**src/rtl/encoder83_seq_if.sv**
```systemverilog
// encoder83_seq_if -- request/grant bundle for the sequential 8-to-3 encoder.
// master: the requester/consumer side (drives req and ready).
// slave : the encoder (drives code, valid, pend and, when ENCODER83_MULTI_EN
//         is defined, multi).
interface encoder83_seq_if;
  logic [7:0] req;
  logic [2:0] code;
  logic       valid;
  logic       ready;
  logic [7:0] pend;
`ifdef ENCODER83_MULTI_EN
  logic       multi;
`endif

  modport master (
    output req,
    output ready,
    input  code,
    input  valid,
    input  pend
`ifdef ENCODER83_MULTI_EN
    ,
    input  multi
`endif
  );

  modport slave (
    input  req,
    input  ready,
    output code,
    output valid,
    output pend
`ifdef ENCODER83_MULTI_EN
    ,
    output multi
`endif
  );
endinterface

```
**src/rtl/encoder83_seq.sv**
```systemverilog
// encoder83_seq -- sequential priority encoder with sticky pending requests
// and a valid/ready grant handshake.
// Requests are latched into a sticky pending vector; an idle/grant FSM picks
// the highest-priority pending bit (PRIO_HIGH=1: bit 7 wins, 0: bit 0 wins),
// holds the code stable until the consumer accepts it, then clears that bit.
// A request arriving in the same cycle its bit is cleared keeps the bit set.
// Optional feature: define ENCODER83_MULTI_EN to add the multi output, which
// flags that more than one request was pending when the grant was issued.
module encoder83_seq #(
  parameter int PRIO_HIGH = 1
) (
  input  logic           clk,
  input  logic           rst,
  encoder83_seq_if.slave bus
);

  typedef enum logic [0:0] {
    IDLE  = 1'b0,
    GRANT = 1'b1
  } state_t;

  state_t     state_r;
  state_t     state_nx_s;
  logic [7:0] pend_r;
  logic [7:0] pend_nx_s;
  logic [7:0] clr_s;
  logic [2:0] code_r;
  logic [2:0] code_nx_s;
  logic       valid_r;
  logic       valid_nx_s;
  logic       hs_s;
`ifdef ENCODER83_MULTI_EN
  logic       multi_r;
  logic       multi_nx_s;
`endif

  // Index of the winning set bit; later loop iterations override earlier
  // ones, so the scan direction decides which end of the vector wins.
  function automatic logic [2:0] prio_enc(input logic [7:0] vec);
    logic [2:0] idx;
    idx = 3'd0;
    for (int k = 0; k < 8; k++) begin
      if (PRIO_HIGH != 0) begin
        if (vec[3'(k)]) begin
          idx = 3'(k);
        end else begin
          idx = idx;
        end
      end else begin
        if (vec[3'(7 - k)]) begin
          idx = 3'(7 - k);
        end else begin
          idx = idx;
        end
      end
    end
    return idx;
  endfunction

`ifdef ENCODER83_MULTI_EN
  // True when two or more bits of the vector are set.
  function automatic logic more_than_one(input logic [7:0] vec);
    logic [3:0] cnt;
    cnt = 4'd0;
    for (int k = 0; k < 8; k++) begin
      cnt = cnt + {3'b000, vec[3'(k)]};
    end
    return (cnt > 4'd1);
  endfunction
`endif

  // Pending-vector update: clear the accepted code, then OR in new requests
  // so a same-cycle request re-arms the bit.
  always_comb begin
    hs_s      = valid_r & bus.ready;
    clr_s     = hs_s ? (8'h01 << code_r) : 8'h00;
    pend_nx_s = (pend_r & ~clr_s) | bus.req;
  end

  // Grant FSM next state; code (and multi) only reload on IDLE -> GRANT.
  always_comb begin
    state_nx_s = state_r;
    code_nx_s  = code_r;
    valid_nx_s = valid_r;
`ifdef ENCODER83_MULTI_EN
    multi_nx_s = multi_r;
`endif
    case (state_r)
      IDLE: begin
        if (pend_r != 8'h00) begin
          state_nx_s = GRANT;
          code_nx_s  = prio_enc(pend_r);
          valid_nx_s = 1'b1;
`ifdef ENCODER83_MULTI_EN
          multi_nx_s = more_than_one(pend_r);
`endif
        end else begin
          state_nx_s = IDLE;
          valid_nx_s = 1'b0;
        end
      end
      GRANT: begin
        if (bus.ready) begin
          state_nx_s = IDLE;
          valid_nx_s = 1'b0;
        end else begin
          state_nx_s = GRANT;
          valid_nx_s = 1'b1;
        end
      end
      default: begin
        state_nx_s = IDLE;
        valid_nx_s = 1'b0;
      end
    endcase
  end

  // State and output registers; reset discards any grant and all pending bits.
  always_ff @(posedge clk or posedge rst) begin
    if (rst) begin
      state_r <= IDLE;
      pend_r  <= 8'h00;
      code_r  <= 3'd0;
      valid_r <= 1'b0;
`ifdef ENCODER83_MULTI_EN
      multi_r <= 1'b0;
`endif
    end else begin
      state_r <= state_nx_s;
      pend_r  <= pend_nx_s;
      code_r  <= code_nx_s;
      valid_r <= valid_nx_s;
`ifdef ENCODER83_MULTI_EN
      multi_r <= multi_nx_s;
`endif
    end
  end

  assign bus.code  = code_r;
  assign bus.valid = valid_r;
  assign bus.pend  = pend_r;
`ifdef ENCODER83_MULTI_EN
  assign bus.multi = multi_r;
`endif

endmodule

```
**src/flat_wrapper.sv**
```systemverilog
// flat-port wrapper written by rule: the top's interface ports become plain ports
module encoder83_seq_flat 
#(
  parameter int PRIO_HIGH = 1
)
  (clk, rst, bus_req, bus_ready, bus_code, bus_valid, bus_pend);
  encoder83_seq_if bus_i ();
  input  logic clk;
  input  logic rst;
  input wire logic [$bits(bus_i.req)-1:0] bus_req;
  input wire logic [$bits(bus_i.ready)-1:0] bus_ready;
  output wire logic [$bits(bus_i.code)-1:0] bus_code;
  output wire logic [$bits(bus_i.valid)-1:0] bus_valid;
  output wire logic [$bits(bus_i.pend)-1:0] bus_pend;
  assign bus_i.req = bus_req;
  assign bus_i.ready = bus_ready;
  assign bus_code = bus_i.code;
  assign bus_valid = bus_i.valid;
  assign bus_pend = bus_i.pend;
  encoder83_seq #(.PRIO_HIGH(PRIO_HIGH)) u_core (.clk(clk), .rst(rst), .bus(bus_i));
endmodule
```
**config.mk**
```make
export PLATFORM = sky130hd
export DESIGN_NAME = encoder83_seq_flat
export DESIGN_NICKNAME = d
export VERILOG_FILES = /design/src/rtl/encoder83_seq_if.sv /design/src/rtl/encoder83_seq.sv /design/src/flat_wrapper.sv
export SDC_FILE = /design/constraint.sdc
export NUM_CORES = 1
export LEC_CHECK = 0
export BUFFER_PORTS_ARGS = -buffer_cell sky130_fd_sc_hd__buf_4
export CAP_MARGIN = 10
export CORE_AREA = 2 2 39 41
export CTS_BUF_LIST = sky130_fd_sc_hd__clkbuf_4 sky130_fd_sc_hd__clkbuf_8
export DETAILED_ROUTE_END_ITERATION = 10
export DIE_AREA = 0 0 41 43
export GPL_ROUTABILITY_DRIVEN = 0
export HOLD_SLACK_MARGIN = 0.03
export PLACE_DENSITY = 0.73
export SYNTH_ARGS = -nofsm -noshare
export SYNTH_HDL_FRONTEND = slang
export SYNTH_SLANG_ARGS = --single-unit
```
**constraint.sdc**
```tcl
create_clock -name clk -period 1.48 [get_ports clk]
set_input_delay 0.444 -clock clk [delete_from_list [all_inputs] [get_ports clk]]
set_output_delay 0.444 -clock clk [all_outputs]
set_load 0.03 [all_outputs]
```
**After elaboration in Yosys (flattened, before gate mapping)**

Cells that the tools add are included.

- Flip-flop bits (word level): 12
- Input port bits: 11
- Output and inout bits: 12
- Word-level logic and storage cells: 18

- Shifts and indexed selects: 1
- Multiplexer cells: 7
- Bitwise gates (word level): 5
- Reduce and logical (&&, ||, !) cells: 2

Operators by type and width:

| kind | number |
|---|---|
| $and 8x8->8 | 1 |
| $mux 8 | 1 |
| $not 8->8 | 1 |
| $or 8x8->8 | 1 |
| $reduce_bool 8->1 | 1 |
| $shl 1x3->8 const A | 1 |
| $mux 2 | 2 |
| $mux 1 | 3 |
| $pmux 1 s2 | 1 |
| $reduce_and 2->1 | 1 |
| $and 1x1->1 | 1 |
| $not 1->1 | 1 |

**Logic depth before layout (Yosys ltp)**

Gate-level depths: netlist of the first run.

- Depth in word-level cells: 5
- Mapped depth: 3
- Depth with buffers taken out: 3

**Worst setup path after synthesis of the first run**

OpenSTA, ideal clock, no wires.

- Path kind: register to register
- From: reg u_core.valid_r, in the netlist u_core.bus.valid
- To: reg u_core.pend_r[2], in the netlist u_core.bus.pend[2]
- Library setup time: 0.118 ns
- Arrival time: 1.181 ns
- Data required time: 1.362 ns
- Setup slack: 0.181 ns
- Cell stages (with the launch flop): 4
- Buffers on the path: 0
- Clock period less this slack: 1.299 ns
- Cells stage by stage: dfrtp_1 > nand2_1 > or3_1 > a21o_1

- Cells in the longest elaborated chain, start to end: 5

RTL lines:

| item | RTL line | RTL |
|---|---|---|
| start: declaration | encoder83_seq.sv:29 | `logic valid_r;` |
| start signal: assignment | encoder83_seq.sv:132 | `valid_r <= valid_nx_s;` |
| $and 1x1->1 | encoder83_seq.sv:75 | `hs_s = valid_r & bus.ready;` |
| $mux 8 | encoder83_seq.sv:76 | `clr_s = hs_s ? (8'h01 << code_r) : 8'h00;` |
| $not 8->8 | encoder83_seq.sv:77 | `pend_nx_s = (pend_r & ~clr_s) \| bus.req;` |
| $and 8x8->8 | encoder83_seq.sv:77 |  |
| $or 8x8->8 | encoder83_seq.sv:77 |  |
| named net u_core.pend_nx_s[2] | encoder83_seq.sv:25 | `logic [7:0] pend_nx_s;` |
| end signal: assignment | encoder83_seq.sv:130 | `pend_r <= pend_nx_s;` |
| end: declaration | encoder83_seq.sv:24 | `logic [7:0] pend_r;` |

The timed path passes the listed nets, and every way through them passes these cells.
A chain may end at the register's enable or synchronous reset.

**Worst setup path after layout of the first run**

- From: reg u_core.valid_r, in the netlist u_core.bus.valid
- To: out bus_valid

RTL lines:

| item | RTL line | RTL |
|---|---|---|
| end: declaration | flat_wrapper.sv:13 | `output wire logic [$bits(bus_i.valid)-1:0] bus_valid;` |

No word-level cell between the ends.

==> results of run 1 <==
[cell type report]
cell class | count | area (um^2) | area share, %
sequential | 11 | 275 | 42.2
tap | 16 | 20.0 | 3.07
timing repair buffer | 21 | 158 | 24.2
clock buffer | 4 | 30.0 | 4.61
inverter | 4 | 15.0 | 2.30
multi-input combinational | 23 | 154 | 23.6
[worst max path at each step]
stage | to | cells past startpoint | start | slack, ns
after floorplan | u_core.bus.pend[2] | 3 | u_core.bus.valid | 0.18
after global placement | u_core.bus.pend[2] | 4 | bus_ready | 0.26
after detailed placement | u_core.bus.pend[2] | 4 | bus_ready | 0.23
after CTS | bus_code[1] | 1 | u_core.bus.code[1] | 0.13
after global routing | bus_valid | 1 | u_core.bus.valid | 0.08
final | bus_valid | 1 | u_core.bus.valid | 0.13
[power by group through the flow]
| stage | sequential, mW | clock (mW) | combinational (mW) |
|---|---|---|---|
| global route | 0.342 | 0.248 | 0.124 |
| detailed placement | 0.344 | 0 | 0.117 |
| floorplan | 0.372 | 0 | 0.0348 |
| finish | 0.339 | 0.221 | 0.116 |
| CTS | 0.338 | 0.233 | 0.118 |
| global placement | 0.344 | 0 | 0.116 |
[sequential cells by signal, summed over array words and instances, names as in the netlist]
register,count
u_core.bus.pend,8
u_core.bus.code,2
u_core.bus.valid,1
[cells by family after synthesis]
group	synth area share (%)
compound gates	11.9
simple gates	19.1
mux	2.22
flops	60.9
other cells	0.830
buf+inv	4.99
[layout by cell type (no fill, tap or decap), drive strengths merged]
cell	instances
clkbuf	4
or2	4
buf	21
o31ai	2
a21o	2
nand4	1
conb	1
nand2	2
a21oi	2
nor4	2
nand2b	2
dfrtp	11
inv	4
nor2	1
o21a	1
mux2i	1
or3	1
o22ai	1
[through the flow]
stage	hold WS (ns)	cell area [um^2]	util [%]	total power, mW
after floorplan	0.296	452	-	0.407
after global placement	0.459	622	44.9	0.459
after global routing	0.196	652	47.1	0.715
after CTS	0.167	652	47.1	0.688
final	0.160	652	47.1	0.676
after detailed placement	0.465	622	44.9	0.461
[synth_stat cells (all sizes together)]
cell    instances
dfrtp          11
nand2           2
o31ai           2
buf             1
mux2i           1
nor4            2
a21o            2
conb            1
inv             4
or3             1
o21a            1
a21oi           2
nand2b          2
or2             4
o22ai           1
nand4           1
nor2            1
[routing by layer]
| metal | track usage [%] | vias to the layer above | wire, um | part of all wire [%] |
|---|---|---|---|---|
| met5 | 0 | - | 0 | 0 |
| met4 | 10.0 | 0 | 19 | 2.1 |
| met3 | 3.14 | 2 | 30 | 3.3 |
| met2 | 16.9 | 7 | 478 | 53 |
| met1 | 14.7 | 175 | 377 | 42 |
| li1 | - | 176 | - | - |
==> impl_metrics.ini, run 1 <==
[status]
status = completed

[pwr]
sw_frac_of_total_pct = 27.5
p_sw_mw = 0.186
p_clk_share_pct = 32.7
seqPwrFrac_pct = 50.1
power.internal_mw = 0.490
pwr-share-comb_pct = 17.1
leakage_nw = 0.284
peakVddDrop_mv = 0.435
power_density_mw_per_mm2 = 1040

[placed_design]
dp.final_hpwl_um = 688
numPortBuffers = 21
dp.cells = 75
dpl_worst_slack_ns = 0.233

[logic_synthesis]
yosysUniqueCellTypes = 17
synthesis.area_um2 = 452
syn_inst = 39
syn-num-nets = 50
synthTopCellsByArea = dfrtp_1, nor4_2, or2_2
syn_area_per_cell_um2 = 11.6
yosysSeqAreaShare_pct = 60.9
yosys_warnings = 0
synth_seq_cells = 11
synth_top_area_share_pct = 60.9
synth_top_area_cell = dfrtp_1

[die]
die_x_um = 41
start_util_pct = 32.6
pin_count = 23
core_area_mm2 = 0.00138
die_h_um = 43
fp.dieArea_mm2 = 0.00176
rows = 14

[routing]
routed_wl_um = 906
drcViolationCount = 0
dr.pass1.iters = 3
post_drt_wl_per_cell_um = 11.5
via_per_inst = 4.56
detail-route-antenna-nets = 0
drtIter0Drc = 4
vias = 360

[cts]
cts_buffers = 3
cts_max_level = 1
cts.sinks = 11
cts.clk_slew.worst_paths_ns = 0.07
cts_max_path_buffers = 2
hold_buffers = 0
tritoncts = built
post-cts-setup-buffers = 0
cts_resized = 0
clkLatencyLatePin_ns = 0.27
cts_root_buf = clkbuf_4

[critical_path]
worstSetupPathType = reg2out
cp_slowest_stage_delay_ns = 0.44
r2r_end = u_core.bus.pend[2]
crit_path_cell_trace = buf_4
cp_slowest_cell = dfrtp_1
arrival_ns = 0.90
worstSetupStartpointType = flop
cp-end-kind = output pin
cp_data_required_time_ns = 1.04
cpLargestDelayFamily = flip-flops
r2r_setup_slack_ns = 0.28
worst-path-buf-inv = 1
reg2reg_from = u_core.bus.valid
r2r_cells = 3
crit_fanout = 6

[final_layout]
layout-drive-gt1-share_pct = 49.2
area_growth_pct = 44.3
nFillCells = 130
n_antenna_cell = 0
fin_cells = 79
final_nets = 75

[global_route]
grt_overflow = 0
grt_pass1_vias = 332
grtUsageTotal_pct = 12.1
grt_pass1_wl_um = 1370
antenna_found_initial = 0
grt_max_degree = 12

[timing]
rsz0062_at_grt = no
fmax_mhz = 742
fin_skew_ns = 0.00457
min_period_over_period_pct = 91.1
layout_min_cycle_time_ns = 1.35
final_hold_viol_count = 0
fin_ws_ns = 0.132
setup_viol = 0
setup_tns_ns = 0
slew_viol_final = 0

[run]
cap_violations = 0

[worst_hold_path]
hold_path.class = in2async
Power figures use the tool's default switching activity.
==> run 2: changes to the inputs <==
--- a/config.mk
+++ b/config.mk
@@ -14,6 +14,7 @@
 export GPL_ROUTABILITY_DRIVEN = 0
 export HOLD_SLACK_MARGIN = 0.03
 export PLACE_DENSITY = 0.73
+export RECOVER_POWER = 25
 export SYNTH_ARGS = -nofsm -noshare
 export SYNTH_HDL_FRONTEND = slang
 export SYNTH_SLANG_ARGS = --single-unit
==> impl_metrics.ini, run 2 (same netlist as run 1, synthesis figures left out) <==
[final_layout]
final_cell_mix = buf_4, dfrtp_1, clkbuf_4, inv_1, or2_2
nFillCells = 130
largest_reg_flops = 8
layout-drive-gt1-share_pct = 49.2
final_nets = 75
multi_input_area_um2 = 154
seqCellArea_um2 = 275
n_antenna_cell = 0
area_growth_pct = 44.3
final_common_cell = buf_4

[critical_path]
worst-path-buf-inv = 1
crit_path_cell_trace = buf_4
crit_fanout = 6
cp-end-kind = output pin
cp_data_required_time_ns = 1.04
worstSetupStartpointType = flop
cpLargestDelayFamily = flip-flops
worstSetupPathType = reg2out
cp_slowest_cell = dfrtp_1
cp_slowest_stage_delay_ns = 0.44
arrival_ns = 0.90

[global_route]
busiest_layer = met2
grtUsageTotal_pct = 12.1
grt_overflow = 0
antenna_found_initial = 0
gr-usage-met1_pct = 14.7
groute.layer.met3.usage_pct = 3.14
grtUsageMet2_pct = 16.9
grt_pass1_vias = 332
grt_pass1_wl_um = 1370
grt_max_degree = 12

[routing]
via_per_inst = 4.56
dr.pass1.iters = 3
drcViolationCount = 0
routed_wl_um = 904
drtIter0Drc = 4
vias = 360
detail-route-antenna-nets = 0
post_drt_wl_per_cell_um = 11.4

[placed_design]
numPortBuffers = 21
dpl_worst_slack_ns = 0.233
dp.final_hpwl_um = 688

[cts]
cts_max_level = 1
hold_buffers = 0
clkLatencyLatePin_ns = 0.27
cts_resized = 0
cts.sinks = 11
cts.clk_slew.worst_paths_ns = 0.07
tritoncts = built
cts_buffers = 3
cts_max_path_buffers = 2
post-cts-setup-buffers = 0
cts_root_buf = clkbuf_4

[timing]
min_period_over_period_pct = 91.1
fin_ws_ns = 0.132
setup_tns_ns = 0
rsz0062_at_grt = no
slew_viol_final = 0
fmax_mhz = 742
final_hold_viol_count = 0
setup_viol = 0
hold_slack_ns = 0.162
layout_min_cycle_time_ns = 1.35
fin_skew_ns = 0.00457

[pwr]
leakage_nw = 0.284
power_density_mw_per_mm2 = 1040
power.total_mw = 0.676
peakVddDrop_mv = 0.435

[status]
status = completed

[die]
die_h_um = 43
rows = 14
core_area_mm2 = 0.00138
start_util_pct = 32.6
pin_count = 23
die_x_um = 41
fp.dieArea_mm2 = 0.00176

[worst_hold_path]
hold_path.class = in2async

[run]
cap_violations = 0
[run 2: cell count changes in the layout (fill, tap and decap cells not counted)]
cell	change
buf_4	-1
clkbuf_4	+1
[run 2: path summary, 6_finish.rpt]
| path | from | endpoint | slack, ns | cells after the start |
|---|---|---|---|---|
| max | u_core.bus.valid | bus_valid | 0.13 | 1 |
| min | rst | u_core.bus.pend[6] | 0.16 | 2 |
| max reg2reg | u_core.bus.valid | u_core.bus.pend[2] | 0.28 | 3 |
| min reg2reg | u_core.bus.pend[7] | u_core.bus.pend[7] | 0.52 | 1 |
| max in group asynchronous | rst | u_core.bus.pend[0] | 1.03 | 2 |
| min in group clk | bus_req[3] | u_core.bus.pend[3] | 0.35 | 2 |
[run 2: power breakdown]
group | switching (mW) | total (mW) | internal (mW)
sequential | 0.0226 | 0.339 | 0.316
clock | 0.0988 | 0.221 | 0.123
combinational | 0.0649 | 0.116 | 0.0508
[run 2: routing by layer]
metal / up-vias / wire, um
li1: 176 / -
met1: 175 / 382
met2: 7 / 478
met3: 2 / 25
met4: 0 / 19
met5: - / 0
[run 2: layout make-up]
class,count,share of cell area (%)
well taps,16,3.07
clock buffers,4,4.61
flip-flops and latches,11,42.2
repair buffers,21,24.2
multi-input cells,23,23.6
inverters,4,2.30
[run 2: metrics by stage]
stage          util, %  std cells  area, um^2
2_1_floorplan        -         39         452
3_3_place_gp      44.9         75         622
3_5_place_dp      44.9         75         622
4_1_cts           47.1         79         652
5_1_grt           47.1         79         652
6_report          47.1         79         652
[run 2: worst reg2reg max path: cells and delay by family, from the launching register on]
| family | cells | cell delay [ns] |
|---|---|---|
| and+or+nand+nor | 2 | 0.46 |
| DFF | 1 | 0.44 |
| AOI/OAI and AO/OA | 1 | 0.19 |
==> run 3: changes to the inputs <==
--- a/config.mk
+++ b/config.mk
@@ -7,13 +7,15 @@
 export LEC_CHECK = 0
 export BUFFER_PORTS_ARGS = -buffer_cell sky130_fd_sc_hd__buf_4
 export CAP_MARGIN = 10
-export CORE_AREA = 2 2 39 41
+export CELL_PAD_IN_SITES_DETAIL_PLACEMENT = 0
+export CELL_PAD_IN_SITES_GLOBAL_PLACEMENT = 2
+export CORE_MARGIN = 2
+export CORE_UTILIZATION = 26
 export CTS_BUF_LIST = sky130_fd_sc_hd__clkbuf_4 sky130_fd_sc_hd__clkbuf_8
 export DETAILED_ROUTE_END_ITERATION = 10
-export DIE_AREA = 0 0 41 43
 export GPL_ROUTABILITY_DRIVEN = 0
 export HOLD_SLACK_MARGIN = 0.03
-export PLACE_DENSITY = 0.73
+export PLACE_DENSITY = 0.88
 export RECOVER_POWER = 25
 export SYNTH_ARGS = -nofsm -noshare
 export SYNTH_HDL_FRONTEND = slang
==> impl_metrics.ini, run 3 (same netlist as run 1, synthesis figures left out) <==
[status]
status = completed

[routing]
dr.pass1.iters = 2
post_drt_wl_per_cell_um = 11.5
vias = 367
via_per_inst = 4.59
routed_wl_um = 922
drtIter0Drc = 4
drcViolationCount = 0
detail-route-antenna-nets = 0

[pwr]
power.total_mw = 0.668
power_density_mw_per_mm2 = 1020
sw_frac_of_total_pct = 26.7
p_sw_mw = 0.178
pwr-share-comb_pct = 17.5
p_clk_share_pct = 31.7
seqPwrFrac_pct = 50.8
peakVddDrop_mv = 0.609
leakage_nw = 0.284
power.internal_mw = 0.490

[cts]
cts_buffers = 3
cts_max_level = 1
cts.clk_slew.worst_paths_ns = 0.07
cts_resized = 0
cts_root_buf = clkbuf_4
clkLatencyLatePin_ns = 0.26
tritoncts = built
hold_buffers = 0
cts.sinks = 11
cts_max_path_buffers = 2
post-cts-setup-buffers = 0

[critical_path]
cp_slowest_cell = dfrtp_1
worstSetupStartpointType = flop
r2r_end = u_core.bus.pend[2]
crit_fanout = 6
worstSetupPathType = reg2out
cpLargestDelayFamily = flip-flops
crit_path_cell_trace = buf_4
r2r_setup_slack_ns = 0.29
cp_data_required_time_ns = 1.04
reg2reg_from = u_core.bus.valid
arrival_ns = 0.90
worst-path-buf-inv = 1
r2r_cells = 3
cp-end-kind = output pin
cp_slowest_stage_delay_ns = 0.44

[run]
cap_violations = 0

[final_layout]
final_nets = 75
stdcell_area_um2 = 653
n_antenna_cell = 0
layout-drive-gt1-share_pct = 49.2
largest_reg_flops = 8
final_common_cell = buf_4
nFillCells = 175
area_growth_pct = 44.6
multi_input_area_um2 = 154
final_cell_mix = buf_4, dfrtp_1, clkbuf_4, inv_1, or2_2
seqCellArea_um2 = 275

[global_route]
grt_pass1_vias = 332
grt_pass1_wl_um = 1450
grtUsageTotal_pct = 10.5
grt_max_degree = 12
antenna_found_initial = 0
grt_overflow = 0

[timing]
setup_tns_ns = 0
layout_min_cycle_time_ns = 1.35
setup_viol = 0
fin_skew_ns = 0.00588
final_hold_viol_count = 0
slew_viol_final = 0
min_period_over_period_pct = 91.1
fin_ws_ns = 0.132
fmax_mhz = 742
rsz0062_at_grt = no

[die]
die_x_um = 45.7
start_util_pct = 27.0
rows = 15
core_area_mm2 = 0.00167
pin_count = 23
fp.dieArea_mm2 = 0.00209
die_h_um = 45.7

[placed_design]
numPortBuffers = 21
postPlaceCellArea_um2 = 623
dpl_worst_slack_ns = 0.236

[worst_hold_path]
hold_path.class = in2async
run 3: cell counts in the layout (fill, tap and decap cells not counted):
No cell type changed its count.
run 3: metrics by stage:
stage                     std cells  hold slack, ns  util, %
final                            80           0.169     39.1
after global routing             80           0.202     39.1
after CTS                        80           0.183     39.1
after detailed placement         76           0.470     37.3
after global placement           76           0.457     37.3
after floorplan                  39           0.296        -
run 3: layer usage:
| metal | track usage, % | vias to the layer above | wire length [um] |
|---|---|---|---|
| li1 | - | 178 | - |
| met5 | 0 | - | 0 |
| met1 | 11.8 | 175 | 390 |
| met4 | 5.29 | 0 | 12 |
| met2 | 15.8 | 12 | 457 |
| met3 | 5.95 | 2 | 62 |
run 3: worst reg2reg max path: cells and delay by family, from the launching register on:
family,cells,cell delay [ns]
compound gates,1,0.18
flops,1,0.44
simple gates,2,0.46
run 3: worst max-delay path by stage:
stage,startpoint,end,slack [ns],cells after the start
finish,u_core.bus.valid,bus_valid,0.13,1
global route,u_core.bus.pend[3],bus_pend[3],0.1,1
CTS,u_core.bus.valid,bus_valid,0.13,1
detailed placement,bus_ready,u_core.bus.pend[2],0.24,4
global placement,bus_ready,u_core.bus.pend[2],0.26,4
floorplan,u_core.bus.valid,u_core.bus.pend[2],0.18,3
run 3: final cells by class:
type                    count  area share [%]
well taps                  17            3.26
inverters                   4            2.30
clock buffers               4            4.60
flip-flops and latches     11            42.1
multi-input cells          23            23.6
repair buffers             21            24.1
run 3: power groups by stage:
| stage | Clock, mW | Sequential [mW] | Combinational (mW) |
|---|---|---|---|
| floorplan | 0 | 0.372 | 0.0348 |
| global placement | 0 | 0.344 | 0.117 |
| detailed placement | 0 | 0.345 | 0.119 |
| CTS | 0.223 | 0.339 | 0.119 |
| global route | 0.232 | 0.342 | 0.127 |
| finish | 0.212 | 0.339 | 0.117 |
